**src/rtl/maze_level_ctrl.sv**
```systemverilog
`default_nettype none
// ============================================================================
// Module      : maze_level_ctrl
// Description : Game sequencer for a three-level maze. It sits downstream of
//               the per-level pointer blocks. It picks the active level and
//               pulses that level's pointer reset. It filters the in-path
//               flag into wall hits and runs the scare screen on a hit. It
//               pauses between levels and flags the finished game. It also
//               multiplexes the active level's pixel colour onto the VGA path.
//
// Ports       : clk        in   1  system clock
//               reset      in   1  synchronous, active-high; back to IDLE
//               start      in   1  level-sensitive start request
//               video_on   in   1  active video area
//               lim_in     in   3  bit i = level i pointer fully inside path
//               win_in     in   3  bit i = level i pointer reached goal
//               rgb_in     in   9  [3i+2:3i] = level i pixel colour
//               level      out  2  active level 0..2
//               lvl_reset  out  3  bit i = reset for level i pointer block
//               graph_rgb  out  3  muxed pixel colour (combinational)
//               scare_on   out  1  high while the scare screen runs
//               game_won   out  1  high once all three levels are cleared
//               lives      out  2  remaining lives (0 unless MAZE_LIVES_EN)
//
// Option      : MAZE_LIVES_EN - when defined, a wall hit costs one life.
//               The same level reloads until the lives run out. When
//               undefined, any hit sends the game back to IDLE.
//
// Revision    : 1.0 - initial release
// ============================================================================
module maze_level_ctrl #(
    parameter int LOSE_FILT    = 4,
    parameter int GUARD        = 4,
    parameter int SCARE_CYCLES = 100000000,
    parameter int WIN_CYCLES   = 50000000,
    parameter int LIVES        = 3
) (
    input  logic       clk,
    input  logic       reset,
    input  logic       start,
    input  logic       video_on,
    input  logic [2:0] lim_in,
    input  logic [2:0] win_in,
    input  logic [8:0] rgb_in,
    output logic [1:0] level,
    output logic [2:0] lvl_reset,
    output logic [2:0] graph_rgb,
    output logic       scare_on,
    output logic       game_won,
    output logic [1:0] lives
);

    typedef enum logic [2:0] {
        S_IDLE  = 3'd0,
        S_LOAD  = 3'd1,
        S_GUARD = 3'd2,
        S_PLAY  = 3'd3,
        S_SCARE = 3'd4,
        S_WIN   = 3'd5,
        S_DONE  = 3'd6
    } state_t;

    localparam int              c_hit_w      = $clog2(LOSE_FILT + 1);
    localparam logic [c_hit_w-1:0] c_hit_max = c_hit_w'(LOSE_FILT);
    localparam logic [26:0]     c_guard_last = 27'(GUARD - 1);
    localparam logic [26:0]     c_scare_last = 27'(SCARE_CYCLES - 1);
    localparam logic [26:0]     c_win_last   = 27'(WIN_CYCLES - 1);

    state_t               r_state;
    state_t               w_state_nxt;
    logic [26:0]          r_cnt;
    logic [c_hit_w-1:0]   r_hit;
    logic [c_hit_w-1:0]   w_hit_nxt;
    logic [1:0]           r_level;
    logic [1:0]           w_level_nxt;
    logic [2:0]           r_lvl_reset;
    logic [2:0]           w_lvl_reset_nxt;
    logic                 r_scare_on;
    logic                 r_game_won;
    logic                 w_lim_cur;
    logic                 w_win_cur;
    logic [2:0]           w_rgb_cur;

`ifdef MAZE_LIVES_EN
    localparam logic [1:0] c_lives_init = 2'(LIVES);
    logic [1:0]           r_lives;
    logic [1:0]           w_lives_nxt;
`endif

    // Flags and colour of the active level only; level 3 never occurs.
    always_comb begin
        w_lim_cur = 1'b0;
        w_win_cur = 1'b0;
        w_rgb_cur = 3'b000;
        case (r_level)
            2'd0: begin w_lim_cur = lim_in[0]; w_win_cur = win_in[0]; w_rgb_cur = rgb_in[2:0]; end
            2'd1: begin w_lim_cur = lim_in[1]; w_win_cur = win_in[1]; w_rgb_cur = rgb_in[5:3]; end
            2'd2: begin w_lim_cur = lim_in[2]; w_win_cur = win_in[2]; w_rgb_cur = rgb_in[8:6]; end
            default: ;
        endcase
    end

    // Next-state logic. The level is forced to 0 whenever IDLE is
    // entered, so a fresh game always starts at the first maze.
    always_comb begin
        w_state_nxt = r_state;
        w_level_nxt = r_level;
        w_hit_nxt   = '0;
`ifdef MAZE_LIVES_EN
        w_lives_nxt = r_lives;
`endif
        case (r_state)
            S_IDLE: begin
                if (start) begin
                    w_state_nxt = S_LOAD;
                    w_level_nxt = 2'd0;
`ifdef MAZE_LIVES_EN
                    w_lives_nxt = c_lives_init;
`endif
                end
            end
            S_LOAD: begin
                w_state_nxt = S_GUARD;
            end
            S_GUARD: begin
                if (r_cnt == c_guard_last) begin
                    w_state_nxt = S_PLAY;
                end
            end
            S_PLAY: begin
                // Reaching the goal beats a simultaneous wall hit.
                if (w_win_cur) begin
                    w_state_nxt = (r_level < 2'd2) ? S_WIN : S_DONE;
                end else begin
                    if (w_lim_cur) begin
                        w_hit_nxt = '0;
                    end else if (r_hit == c_hit_max) begin
                        w_hit_nxt = r_hit;
                    end else begin
                        w_hit_nxt = r_hit + 1'b1;
                    end
                    if (w_hit_nxt == c_hit_max) begin
                        w_state_nxt = S_SCARE;
                    end
                end
            end
            S_SCARE: begin
                if (r_cnt == c_scare_last) begin
`ifdef MAZE_LIVES_EN
                    w_lives_nxt = r_lives - 2'd1;
                    if (w_lives_nxt != 2'd0) begin
                        w_state_nxt = S_LOAD;
                    end else begin
                        w_state_nxt = S_IDLE;
                        w_level_nxt = 2'd0;
                    end
`else
                    w_state_nxt = S_IDLE;
                    w_level_nxt = 2'd0;
`endif
                end
            end
            S_WIN: begin
                if (r_cnt == c_win_last) begin
                    w_state_nxt = S_LOAD;
                    if (r_level < 2'd2) begin
                        w_level_nxt = r_level + 2'd1;
                    end
                end
            end
            S_DONE: begin
                if (start) begin
                    w_state_nxt = S_IDLE;
                    w_level_nxt = 2'd0;
                end
            end
            default: begin
                w_state_nxt = S_IDLE;
                w_level_nxt = 2'd0;
            end
        endcase
    end

    // Pointer resets follow the state being entered. The registered
    // output therefore lines up with the state register.
    always_comb begin
        w_lvl_reset_nxt = 3'b000;
        if (w_state_nxt == S_IDLE) begin
            w_lvl_reset_nxt = 3'b111;
        end else if (w_state_nxt == S_LOAD) begin
            case (w_level_nxt)
                2'd0:    w_lvl_reset_nxt = 3'b001;
                2'd1:    w_lvl_reset_nxt = 3'b010;
                2'd2:    w_lvl_reset_nxt = 3'b100;
                default: w_lvl_reset_nxt = 3'b000;
            endcase
        end
    end

    // One shared timer, cleared on every state change. In the untimed
    // states it free-runs and is never compared.
    always_ff @(posedge clk) begin
        if (reset) begin
            r_state     <= S_IDLE;
            r_cnt       <= '0;
            r_hit       <= '0;
            r_level     <= 2'd0;
            r_lvl_reset <= 3'b111;
            r_scare_on  <= 1'b0;
            r_game_won  <= 1'b0;
        end else begin
            r_state     <= w_state_nxt;
            r_cnt       <= (w_state_nxt != r_state) ? 27'd0 : r_cnt + 27'd1;
            r_hit       <= w_hit_nxt;
            r_level     <= w_level_nxt;
            r_lvl_reset <= w_lvl_reset_nxt;
            r_scare_on  <= (w_state_nxt == S_SCARE);
            r_game_won  <= (w_state_nxt == S_DONE);
        end
    end

`ifdef MAZE_LIVES_EN
    always_ff @(posedge clk) begin
        if (reset) begin
            r_lives <= c_lives_init;
        end else begin
            r_lives <= w_lives_nxt;
        end
    end
    assign lives = r_lives;
`else
    assign lives = 2'b00;
`endif

    always_comb begin
        if (!video_on) begin
            graph_rgb = 3'b000;
        end else if (r_scare_on) begin
            graph_rgb = 3'b100;
        end else if (r_game_won) begin
            graph_rgb = 3'b010;
        end else if (r_state == S_IDLE) begin
            graph_rgb = 3'b000;
        end else begin
            graph_rgb = w_rgb_cur;
        end
    end

    assign level     = r_level;
    assign lvl_reset = r_lvl_reset;
    assign scare_on  = r_scare_on;
    assign game_won  = r_game_won;

endmodule
`default_nettype wire

```
**config.mk**
```make
export PLATFORM = sky130hd
export DESIGN_NAME = maze_level_ctrl
export DESIGN_NICKNAME = d
export VERILOG_FILES = /design/src/rtl/maze_level_ctrl.sv
export SDC_FILE = /design/constraint.sdc
export NUM_CORES = 1
export LEC_CHECK = 0
export ABC_AREA = 0
export CORE_ASPECT_RATIO = 0.6
export CORE_MARGIN = 10
export CORE_UTILIZATION = 56
export CTS_BUF_LIST = sky130_fd_sc_hd__clkbuf_8
export DETAILED_ROUTE_END_ITERATION = 7
export HOLD_SLACK_MARGIN = 0.03
export PLACE_DENSITY_LB_ADDON = 0.12
export SYNTH_ARGS = -nofsm -noshare
export SYNTH_HDL_FRONTEND = slang
export SYNTH_SLANG_ARGS = --single-unit
```
**constraint.sdc**
```tcl
create_clock -name clk -period 3.2 [get_ports clk]
set_input_delay 0.32 -clock clk [delete_from_list [all_inputs] [get_ports clk]]
set_output_delay 0.32 -clock clk [all_outputs]
set_load 0.03 [all_outputs]
```
After elaboration in Yosys (flattened, before gate mapping)
Cells that the tools add are included.

storage, ports and cells
  word-level logic and storage cells = 67
  flip-flop bits (word level) = 40

cells by class
  mux-type cells = 27
  order comparisons = 1
  add/sub/neg operators = 3
  bitwise gates (word level) = 1
  reductions and logical operators = 9
  equality and inequality tests = 19

operators with widths
  operator                                         number
  two-way mux 3 bit                                16
  adder 27 x 1 -> 27 bit, second input constant    1
  == test 27 x 2 -> 1 bit, second input constant   1
  == test 27 x 26 -> 1 bit, second input constant  1
  == test 27 bit, second input constant            1
  == test 3 bit, second input constant             7
  case mux 3 bit (7 select lines)                  1
  case mux 3 bit (3 select lines)                  2
  two-way mux 2 bit                                5
  case mux 2 bit (4 select lines)                  1
  == test 3 x 1 -> 1 bit, second input constant    2
  == test 3 x 2 -> 1 bit, second input constant    2
  zero test 3 bit                                  2
  case mux 1 bit (3 select lines)                  2
  OR reduction 2 bit                               3
  OR reduction 3 bit                               2
  == test 2 x 1 -> 1 bit, second input constant    2
  == test 2 bit, second input constant             2
  zero test 2 bit                                  2
  adder 3 x 1 -> 3 bit, second input constant      1
  inequality test 3 bit                            1
  adder 2 x 1 -> 2 bit, second input constant      1
  < comparator 2 bit, second input constant        1
  inverter 1 bit                                   1

Logic depth before layout (Yosys ltp)
  word-level depth = 11
  mapped depth = 11

Least setup slack after synthesis
Ideal clock, no wire load.

  path type = register -> register
  start = register r_level[1], in the netlist level[1]
  end = register r_lvl_reset[0], in the netlist lvl_reset[0]
  stages on the path, launching flop included = 9
  setup slack = 0.697 ns
  arrival time = 2.366 ns
  path buffers = 0
  clock period less this slack = 2.503 ns
  data required time = 3.062 ns
  cells stage by stage = dfxtp_1 inv_1 ha_1 a222oi_1 nor2_1 o311a_1 nor2b_1 a311oi_1 a21oi_1

on the way
  word-level cells in the longest chain between the ends = 11
  elaborated cells on any way between the ends = 28
  those cells by class = 1 x add/sub; 1 x order compare; 6 x eq/ne; 16 x mux; 4 x reduce/logical

ends and longest elaborated chain
  item                                                       line      source
  start, declared                                            74        logic [1:0] r_level;
  start signal, assigned                                     215       r_level <= w_level_nxt;
  == test 2 bit, or another cell as far along                95        case (r_level)
  case mux 1 bit (3 select lines)                            95
  two-way mux 3 bit                                          135       if (w_lim_cur) begin
  two-way mux 3 bit                                          132       if (w_win_cur) begin
  two-way mux 3 bit                                          112       case (r_state)
  == test 3 bit                                              142       if (w_hit_nxt == c_hit_max) begin
  two-way mux 3 bit                                          142
  two-way mux 3 bit                                          132
  case mux 3 bit (7 select lines)                            112
  == test 3 x 1 -> 1 bit or zero test 3 bit (tied branches)  190, 188
  two-way mux 3 bit or OR reduction 2 bit (tied branches)    n/a
  end signal, assigned                                       216       r_lvl_reset <= w_lvl_reset_nxt;
  end, declared                                              76        logic [2:0] r_lvl_reset;

Parallel ways exist; a longest one is shown, timed or not. The select of a mux whose other input is x is not followed.
A chain may end at the register's enable or synchronous reset.

Worst setup path in the final report
  start = register r_level[1], in the netlist level[1]
  end = output port graph_rgb[2]

on the way
  word-level cells in the longest chain between the ends = 6
  elaborated cells on any way between the ends = 8
  those cells by class = 2 x eq/ne; 5 x mux; 1 x reduce/logical

ends and longest elaborated chain
  item                                         line  source
  == test 2 bit, or another cell as far along  95
  case mux 3 bit (3 select lines) (*)          95
  two-way mux 3 bit (*)                        242   end else if (r_state == S_IDLE) begin
  two-way mux 3 bit (*)                        240   end else if (r_game_won) begin
  two-way mux 3 bit (*)                        238   end else if (r_scare_on) begin
  two-way mux 3 bit (*)                        236   if (!video_on) begin
  end, declared                                47    output logic [2:0] graph_rgb,

Mark *: on every way between the ends. The rest lies on a longest branch, timed or not.

==> results.sh <==
export IMPL_postSynth_topFlopCell="dfxtp_1"
export IMPL_final_layout_size_suffix_gt1_share_pct=5.88
export IMPL_report_final_hold_viol_count=0
export IMPL_clock_tree_root_cell="clkbuf_8"
export IMPL_setup_slack_ps=268
export IMPL_grt_pass1_wl_um=8650
export IMPL_stdcell_area_um2=2540
export IMPL_layout_area_growth_over_synthesis_pct=18.3
export IMPL_post_synth_top_area_fraction_pct=37.3
export IMPL_depth_of_the_cts_h_tree=2
export IMPL_placement_rows=17
export IMPL_vdd_ir_drop_worst_uv=291
export IMPL_critical_path_class="reg -> out"
export IMPL_synth_edf_count=0
export IMPL_synth_top_cells_by_count="nor2_1 (50), dfxtp_1 (40), nand2_1 (17), xnor2_1 (16), nand3_1 (14)"
export IMPL_antennaDiodeCount=0
export IMPL_critical_path_required_ps=2880
export IMPL_number_of_max_cap_violations=0
export IMPL_timing_hold_ws_ps=451
export IMPL_yosysSeqAreaShare_pct=37.3
export IMPL_vias=1977
export IMPL_detailedPlacementHpwl_um=4120
export IMPL_grt_remaining_overflow=0
export IMPL_path_clk_slew_ps=70
export IMPL_power_consumption_mw=0.992
export IMPL_seq_area_um2=801
export IMPL_chipWidth_um=99.9
export IMPL_grt_max_degree=28
export IMPL_cell_family_contributing_the_most_delay_on_the_critical_path="buffers and inverters"
export IMPL_worst_path_max_delay_cell="clkdlybuf4s50_1"
export IMPL_numPlacedInstances=328
export IMPL_wl_cell_um=16.1
export IMPL_grt_pass1_vias=1731
export IMPL_route_detailed_vias_per_inst=5.88
export IMPL_post_synth_instance_area_um2=2150
export IMPL_worstPathCellList="inv_1 > ha_1 > a222oi_1 > nor2_1 > o21a_1 > clkdlybuf4s50_1"
export IMPL_worst_pin_slew_ps=532
export IMPL_cp_data_arrival_time_ps=2610
export IMPL_multi_input_area_um2=1240
export IMPL_post_route_drc_count=0
export IMPL_synth_most_common_cell="nor2_1"
export IMPL_antenna_found_initial=0
export IMPL_postSynth_asyncResetShare_pct=0
export IMPL_yosysWarningCount=0
export IMPL_nets=315
export IMPL_rsz0062_at_grt="no"
export IMPL_core_area_um2=3680
export IMPL_finalCritPeriodShare_pct=91.6
export IMPL_min_delay_path_class="reg -> reg"
export IMPL_track_usage_pct=15.8
export IMPL_placed_area_um2=2450
export IMPL_final_max_slew_violation_count=0
export IMPL_die_height_um=68.0
export IMPL_skew_ps=4.38
export IMPL_netlist_instances=259
export IMPL_timing_final_setup_violations=0
export IMPL_post_place_ws_ps=526
export IMPL_power_leakage_nw=0.886
export IMPL_cts_hold_buffers=0
export IMPL_syn_avg_cell_area_um2=8.29
export IMPL_cellPowerDensity_nw_per_um2=391
export IMPL_drt_pre_antenna_iters=6
export IMPL_post_cts_resized_instances=0
export IMPL_endpoint_kind="output pin"
export IMPL_max_clock_path_buffers=2
export IMPL_clock_insertion_delay_worst_skew_ps=300
export IMPL_clock_sink_count=40
export IMPL_synth_top_area_cell="dfxtp_1"
export IMPL_fill_cells=319
export IMPL_fin_setup_tns_ps=0
export IMPL_ys_seq_elements=40
export IMPL_worstSetupStartpointType="flop"
export IMPL_tritoncts="built"
export IMPL_numCtsBuffers=5
export IMPL_drt_first_iter_violations=301
export IMPL_postRouteAntennaNets=0
export IMPL_fmax_mhz=341
export IMPL_post_cts_repair_setup_buffers=0
export IMPL_area_enclosed_by_the_die_boundary_um2=6790
export IMPL_placement_io_buffers=28
export IMPL_final_min_clock_period_ps=2930
export IMPL_route_final_wire_length_um=5430
export IMPL_layout_cells_non_filler=336
export IMPL_netlist_top_cells_area="dfxtp_1 (37%), nor2_1 (8.7%), xnor2_1 (6.5%)"
export IMPL_core_util_final_pct=69.0
export IMPL_gp_congestion=0.838
export IMPL_initial_util_pct=58.3
export IMPL_netlist_cell_type_count=47
export IMPL_worst_path_buf_inv=2
export IMPL_cp_slowest_stage_delay_ps=620
export IMPL_max_slew_margin_rel_pct=64.3
export IMPL_run_status="finished, final reports clean"
export IMPL_crit_path_max_fanout=7
export IMPL_io_pins=31
worst reg2reg max path, stage by stage (launching register included):
cell and delay, ps:
dfxtp_1 470, inv_1 160, ha_1 300, a222oi_1 410, nor2_1 160, o311a_1 410
nor2b_1 150, a311oi_1 420, a21oi_1 140
cells in the final DEF, fill, tap and decap left out, drive strengths merged, types with 2 or more instances in the layout:
cell	netlist	layout
a211oi	2	2
nor4bb	2	2
and4	4	4
or2	2	2
inv	11	11
conb	1	2
clkbuf	4	6
xor2	9	9
nor2	50	50
ha	8	8
nor3	8	8
or4	6	6
nand2b	3	3
clkinv	0	2
a222oi	5	5
and2	2	2
xnor2	16	16
nor2b	2	2
nor3b	2	2
nand2	17	17
nand4	5	5
clkdlybuf4s50	0	28
a21oi	7	7
o21ai	5	5
nand3	14	14
or3	2	2
o21a	2	2
buf	6	3
and3	5	5
dfxtp	40	40
nand3b	2	2
nor4	5	5
layout make-up:
type,count,area share [%]
clock inverter,2,0.394
clock buffer,6,3.25
multi-input combinational,199,49.0
timing repair buffer,31,11.9
inverter,11,1.63
sequential,40,31.5
tap,47,2.32
layer usage:
layer	GRT usage, %	share of wire, %	vias up
li1	-	-	968
met1	23.1	48	912
met2	21.5	42	88
met3	4.62	8.9	9
met4	4.80	1.2	0
met5	0	0	-
where the power goes:
| part | internal [mW] | switching (mW) | total [mW] |
|---|---|---|---|
| registers | 0.508 | 0.00745 | 0.516 |
| logic | 0.0581 | 0.0751 | 0.133 |
| clock network | 0.172 | 0.172 | 0.344 |
logic make-up after synthesis:
logic type	Yosys count	share of synthesized area, %
flip-flops	40	37.3
XOR/XNOR	25	10.2
AND/OR/NAND/NOR	134	31.8
AO/OA/AOI/OAI	30	11.0
buffers and inverters	21	4.95
adder cells (fa/ha/maj)	8	4.66
other	1	0.175
sequential cells by signal, summed over array words and instances, names as in the netlist:
name / flops
level: 2
game_won: 1
r_state: 3
r_hit: 3
r_cnt: 27
lvl_reset: 3
scare_on: 1
final timing paths:
path / from / endpoint / slack [ps] / cells after the start
worst max register to register: level[1] / lvl_reset[2] / 440 / 8
worst max-delay path: level[1] / graph_rgb[2] / 270 / 6
worst min-delay path: r_cnt[0] / r_cnt[0] / 450 / 1
worst min register to register: r_cnt[0] / r_cnt[0] / 450 / 1
Power figures use the tool's default switching activity.
